`src/rtl/rv32i_defs_pkg.sv`:
```
// RV32I load/store width codes, LSU FSM state codes and the request legality rule.
package rv32i_defs;

  localparam logic [2:0] F3_LB  = 3'b000;
  localparam logic [2:0] F3_LH  = 3'b001;
  localparam logic [2:0] F3_LW  = 3'b010;
  localparam logic [2:0] F3_LBU = 3'b100;
  localparam logic [2:0] F3_LHU = 3'b101;
  localparam logic [2:0] F3_SB  = 3'b000;
  localparam logic [2:0] F3_SH  = 3'b001;
  localparam logic [2:0] F3_SW  = 3'b010;

  localparam logic [2:0] ST_IDLE  = 3'd0;
  localparam logic [2:0] ST_RD    = 3'd1;
  localparam logic [2:0] ST_LDATA = 3'd2;
  localparam logic [2:0] ST_MERGE = 3'd3;
  localparam logic [2:0] ST_WR    = 3'd4;

  // Misaligned, beyond the BRAM, or a width code RV32I does not define.
  function automatic logic req_error(logic we, logic [2:0] f3, logic [31:0] addr,
                                     int unsigned depth_log);
    logic e;
    e = ((addr >> (depth_log + 2)) != 32'd0);
    if (we)
      e = e | (f3 > F3_SW) | ((f3 == F3_SH) & addr[0]) |
          ((f3 == F3_SW) & (addr[1:0] != 2'b00));
    else
      e = e | (f3 == 3'b011) | (f3 == 3'b110) | (f3 == 3'b111) |
          (((f3 == F3_LH) | (f3 == F3_LHU)) & addr[0]) |
          ((f3 == F3_LW) & (addr[1:0] != 2'b00));
    return e;
  endfunction

endpackage

```
`src/rtl/lsu_align.sv`:
```
// Byte-lane extraction/extension for loads and lane merge for sub-word stores.
module lsu_align
  import rv32i_defs::*;
(
  input  logic [2:0]  funct3,
  input  logic [1:0]  off,
  input  logic [31:0] rdata,
  input  logic [31:0] wdata,
  output logic [31:0] ld_data,
  output logic [31:0] merged
);

  logic [7:0]  byte_v;
  logic [15:0] half_v;

  // Pick the addressed lane out of the word and extend it by width code.
  always_comb begin
    byte_v  = rdata[{off, 3'b000} +: 8];
    half_v  = rdata[{off[1], 4'b0000} +: 16];
    ld_data = 32'd0;
    case (funct3)
      F3_LB:   ld_data = {{24{byte_v[7]}}, byte_v};
      F3_LBU:  ld_data = {24'd0, byte_v};
      F3_LH:   ld_data = {{16{half_v[15]}}, half_v};
      F3_LHU:  ld_data = {16'd0, half_v};
      F3_LW:   ld_data = rdata;
      default: ld_data = 32'd0;
    endcase
  end

  // Replace only the addressed lane of the old word; full words pass wdata.
  always_comb begin
    merged = rdata;
    case (funct3)
      F3_SB:   merged[{off, 3'b000} +: 8] = wdata[7:0];
      F3_SH:   merged[{off[1], 4'b0000} +: 16] = wdata[15:0];
      default: merged = wdata;
    endcase
  end

endmodule

```
`src/rtl/bram_lsu.sv`:
```
// Load/store unit driving one single-port word-wide BRAM without byte enables.
// Sub-word stores are done as read-modify-write (RD -> MERGE).
module bram_lsu
  import rv32i_defs::*;
#(
  parameter int DEPTH_LOG = 8
) (
  input  logic                 clk,
  input  logic                 resetb,
  input  logic                 req_valid,
  output logic                 req_ready,
  input  logic                 req_we,
  input  logic [2:0]           req_funct3,
  input  logic [31:0]          req_addr,
  input  logic [31:0]          req_wdata,
  output logic                 rsp_valid,
  output logic [31:0]          rsp_rdata,
  output logic                 rsp_err,
  output logic                 mem_en,
  output logic                 mem_we,
  output logic [DEPTH_LOG-1:0] mem_addr,
  output logic [31:0]          mem_di,
  input  logic [31:0]          mem_do
);

  logic [2:0]           state;
  logic                 we_q;
  logic [2:0]           funct3_q;
  // Address bits above the word index only feed the range check, which is
  // resolved at acceptance, so only the in-range part is kept.
  logic [DEPTH_LOG+1:0] addr_q;
  logic [31:0]          wdata_q;
  logic [31:0]          ld_data;
  logic [31:0]          merged;
  logic                 bad;

  assign req_ready = (state == ST_IDLE);
  assign mem_addr  = addr_q[DEPTH_LOG+1:2];
  assign bad       = req_error(req_we, req_funct3, req_addr, DEPTH_LOG);

  lsu_align u_align (
    .funct3  (funct3_q),
    .off     (addr_q[1:0]),
    .rdata   (mem_do),
    .wdata   (wdata_q),
    .ld_data (ld_data),
    .merged  (merged)
  );

  // FSM, request latch and one-cycle registered response.
  always_ff @(posedge clk or negedge resetb) begin
    if (!resetb) begin
      state     <= ST_IDLE;
      we_q      <= 1'b0;
      funct3_q  <= 3'd0;
      addr_q    <= '0;
      wdata_q   <= 32'd0;
      rsp_valid <= 1'b0;
      rsp_err   <= 1'b0;
      rsp_rdata <= 32'd0;
    end else begin
      rsp_valid <= 1'b0;
      case (state)
        ST_IDLE: begin
          if (req_valid) begin
            we_q     <= req_we;
            funct3_q <= req_funct3;
            addr_q   <= req_addr[DEPTH_LOG+1:0];
            wdata_q  <= req_wdata;
            if (bad) begin
              rsp_valid <= 1'b1;
              rsp_err   <= 1'b1;
              rsp_rdata <= 32'd0;
            end else if (req_we && req_funct3 == F3_SW) begin
              state <= ST_WR;
            end else begin
              state <= ST_RD;
            end
          end
        end
        ST_RD: state <= we_q ? ST_MERGE : ST_LDATA;
        ST_LDATA: begin
          rsp_valid <= 1'b1;
          rsp_err   <= 1'b0;
          rsp_rdata <= ld_data;
          state     <= ST_IDLE;
        end
        ST_MERGE, ST_WR: begin
          rsp_valid <= 1'b1;
          rsp_err   <= 1'b0;
          rsp_rdata <= 32'd0;
          state     <= ST_IDLE;
        end
        default: state <= ST_IDLE;
      endcase
    end
  end

  // BRAM strobes come from state and latched request only.
  always_comb begin
    mem_en = 1'b0;
    mem_we = 1'b0;
    mem_di = 32'd0;
    case (state)
      ST_RD:    mem_en = 1'b1;
      ST_LDATA: mem_en = 1'b0;
      ST_MERGE: begin
        mem_en = 1'b1;
        mem_we = 1'b1;
        mem_di = merged;
      end
      ST_WR: begin
        mem_en = 1'b1;
        mem_we = 1'b1;
        mem_di = wdata_q;
      end
      default: mem_en = 1'b0;
    endcase
  end

endmodule
```
`config.mk`:
```
export PLATFORM = sky130hd
export DESIGN_NAME = bram_lsu
export DESIGN_NICKNAME = d
export VERILOG_FILES = /design/src/rtl/rv32i_defs_pkg.sv /design/src/rtl/lsu_align.sv /design/src/rtl/bram_lsu.sv
export SDC_FILE = /design/constraint.sdc
export NUM_CORES = 1
export LEC_CHECK = 0
export ABC_CLOCK_PERIOD_IN_PS = 2950
export BUFFER_PORTS_ARGS = -buffer_cell sky130_fd_sc_hd__buf_4
export CORE_UTILIZATION = 52
export CTS_BUF_LIST = sky130_fd_sc_hd__clkbuf_16
export DETAILED_ROUTE_END_ITERATION = 10
export GPL_TIMING_DRIVEN = 1
export PLACE_DENSITY = 0.84
export SLEW_MARGIN = 25
export SYNTH_ARGS = -nofsm -noshare
export SYNTH_HDL_FRONTEND = slang
export SYNTH_HIERARCHICAL = 1
export SYNTH_SLANG_ARGS = --single-unit
```
`constraint.sdc`:
```
create_clock -name clk -period 2.95 [get_ports clk]
set_input_delay 0.59 -clock clk [delete_from_list [all_inputs] [get_ports clk]]
set_output_delay 0.59 -clock clk [all_outputs]
set_load 0.05 [all_outputs]
```
==> key figures <==
Status
  – Status: complete, no violations

Synth
  – Avg Inst Size Synth: 8.09 µm²
  – Commonest cells in the netlist: nand2_1, dfrtp_1, a22o_1, buf_2, o21ai_0
  – Cell taking the most area after synthesis: dfrtp_1
  – Post-synthesis cell count: 714
  – Syn_nets: 822
  – Post-synth EDFFs: 0
  – Ys async rst share: 100%
  – Most common cell in the synthesized netlist: nand2_1
  – Cell variety after synth: 62
  – Main synth FF type: dfrtp_1
  – Sequential fraction of the synthesis area: 36.0%
  – Mapped cell area: 0.00578 mm²
  – Top cells by area, synth: dfrtp_1, nand2_1, a22o_1
  – Synth top area share: 36.0%
  – #FFs+latches synth: 83
  – Ys Warns: 6

Worst setup path
  – CP top delay family: compound AO/OA/AOI/OAI gates
  – Reg2Reg Capture Point: rsp_rdata[8]
  – CP max stage delay: 440 ps
  – CP Max Fanout: 23
  – Critical path origin: addr_q[1]
  – Critical Path End: mem_di[17]
  – Crit path launch type: register
  – CP Class: register to output pin
  – CP Capture Type: output pin
  – Slowest-stage cell, CP: dfrtp_2
  – Worst path bufs/invs: 2
  – Crit. path cell count: 7
  – R2r setup slk: 740 ps
  – CP cell instances: buf_12 -> ha_2 -> mux2i_2 -> and3_1 -> a221o_1 -> a22o_1 -> buf_4
  – Required @ worst endpoint: 2360 ps
  – Arrival @ worst endpoint: 2330 ps
  – FF-to-FF path depth: 7
  – Reg2Reg Launch Point: addr_q[1]

Drt
  – DRC: 0
  – Vias per cell: 6.26
  – Drt total wl: 19.5 mm
  – Routed len/inst: 19.5 µm
  – Iter 0 DRT Violations: 576
  – Post-route ant nets: 0
  – Pre-antenna DRT Iters: 5
  – Routed vias: 6284

Clock tree
  – Clk buf depth: 2
  – CTS Sinks: 83
  – CTS tree: done
  – Root buf cell: clkbuf_16
  – Clock-pin slew on the worst setup and hold paths: 60 ps
  – Clock buffer count from CTS: 9
  – Max H-tree Level: 3
  – Clock Latency Late Sink: 350 ps
  – Post-CTS Hold Fix Bufs: 0

Placed design
  – Port Buffers: 179
  – Dpl cells: 983
  – DP Wirelength: 13.9 mm
  – GP Congestion: 0.946

Layout
  – Fin util: 70.2%
  – Layout cell share with drive strength beyond 1: 32.4%
  – Final std cells w/o fill: 1004
  – ANT cells: 0
  – NumNets Final: 967
  – Area delta synth->final: 31.8%

Floorplan
  – CORE AREA: 0.0108 mm²
  – Die X: 107 µm
  – Row cnt: 38
  – Starting Density: 53.3%
  – Die boundary height: 107 µm
  – Die area: 0.0115 mm²
  – # IOs: 180

Power
  – PD cells: 1210 mW/mm²
  – Total Power: 9200 µW
  – Pleak: 0.00360 µW
  – Peak supply drop: 0.688 mV

Global route
  – First-pass GRT wire length: 30.0 mm
  – Number of global-route vias before repair: 5732
  – Total track usage: 34.4%
  – Remaining Overflow, GRT: 0
  – Pin count of the biggest net entering global routing: 48
  – Initial antenna violation count: 0

STA
  – Fmax: 0.342 GHz
  – Max_slew headroom: 48.6%
  – Worst Skew: 8.33 ps
  – Final Hold Viols: 0
  – Final period util: 99.1%
  – Worst-margin pin slew: 771 ps
  – Unrepaired setup endpoints after global routing: true
  – Min Tclk post-route: 2920 ps
  – Worst hold slack: 220 ps
  – Max Slew Vio Count: 0
  – Setup violation total in the final timing report: 0

Min path
  – Path type of the worst min-delay path: primary input to async pin

Run
  – Max_cap viols: 0
==> what timing repair did <==
action | in CTS | in global routing
resized for setup | 17 | 18
setup endpoints to repair | 30 | 18
gates cloned | 1 | 0
pin swaps | 0 | 8
setup buffers | 2 | 2
==> how the worst min path moves through the flow <==
stage / slack [ps] / cells after the start / startpoint / to
6_report: 220 / 1 / resetb / rsp_rdata[18]
3_5_place_dp: 460 / 2 / addr_q[7] / addr_q[7]
4_1_cts: 230 / 1 / resetb / rsp_rdata[18]
5_1_grt: 250 / 1 / resetb / rsp_rdata[18]
2_1_floorplan: 290 / 0 / resetb / addr_q[0]
3_3_place_gp: 460 / 2 / addr_q[7] / addr_q[7]
==> layout make-up <==
class	instances	area, µm²
clock inverters	7	68.8
well taps	140	175
repair buffers	202	1590
inverters	6	25.0
clock buffers	9	225
multi-input cells	557	3450
flip-flops and latches	83	2080
fillers	878	3230
==> flip-flops by register name, indices dropped and copies added (netlist names) <==
signal and cells:
state 3, rsp_err 1, rsp_rdata 32, wdata_q 32, we_q 1, rsp_valid 1
addr_q 10, funct3_q 3
==> power breakdown <==
part | switching [µW] | internal (µW) | total [µW]
clock | 477 | 654 | 1130
combinational | 3700 | 2130 | 5830
sequential | 571 | 1660 | 2240
==> through the flow <==
stage	instance area (µm²)	TNS [ps]	setup slack [ps]
global placement	7090	0	305
CTS	7520	-7.45	-4.31
floorplan	5780	0	23.0
global route	7610	-35.1	-32.7
finish	7610	0	26.1
detailed placement	7090	0	134
==> kinds of logic (layout without fill, tap and decap cells) <==
logic type	count (synthesis)	in the layout	synth area share (%)
fa+ha+maj	5	5	1.08
buf+inv	74	224	6.89
simple gates	347	347	27.6
flops	83	83	36.0
mux	24	24	4.68
compound gates	181	181	23.8
==> metal layers <==
metal	global-route usage [%]	wire [µm]	vias up
li1	-	-	2840
met1	45.7	7810	2998
met2	53.9	9040	383
met3	6.72	1950	63
met4	16.3	739	0
met5	0	0	-
==> cell usage in the layout (no fill, tap or decap), types with 4 or more instances in the layout <==
cell,netlist,layout
o211ai_1,12,12
a211oi_1,15,12
o31ai_1,7,7
a22oi_2,0,4
a22oi_1,8,4
buf_4,12,193
o21ai_0,34,34
nand2_1,223,223
mux2i_1,9,8
nor2b_1,11,10
nor2_1,33,32
nor3b_1,5,5
dfrtp_1,83,82
a221o_1,15,15
nor4_1,5,5
or2_2,10,10
a22o_1,34,34
a221oi_1,8,5
mux2_2,14,14
nand4_1,8,8
and3_1,7,7
inv_1,5,6
clkbuf_16,0,9
nand3_1,9,9
nand2b_1,10,10
a311oi_1,7,7
a31oi_1,7,7
o22ai_1,9,9
a21oi_1,7,7
buf_6,4,5
Power figures use the tool's default switching activity.
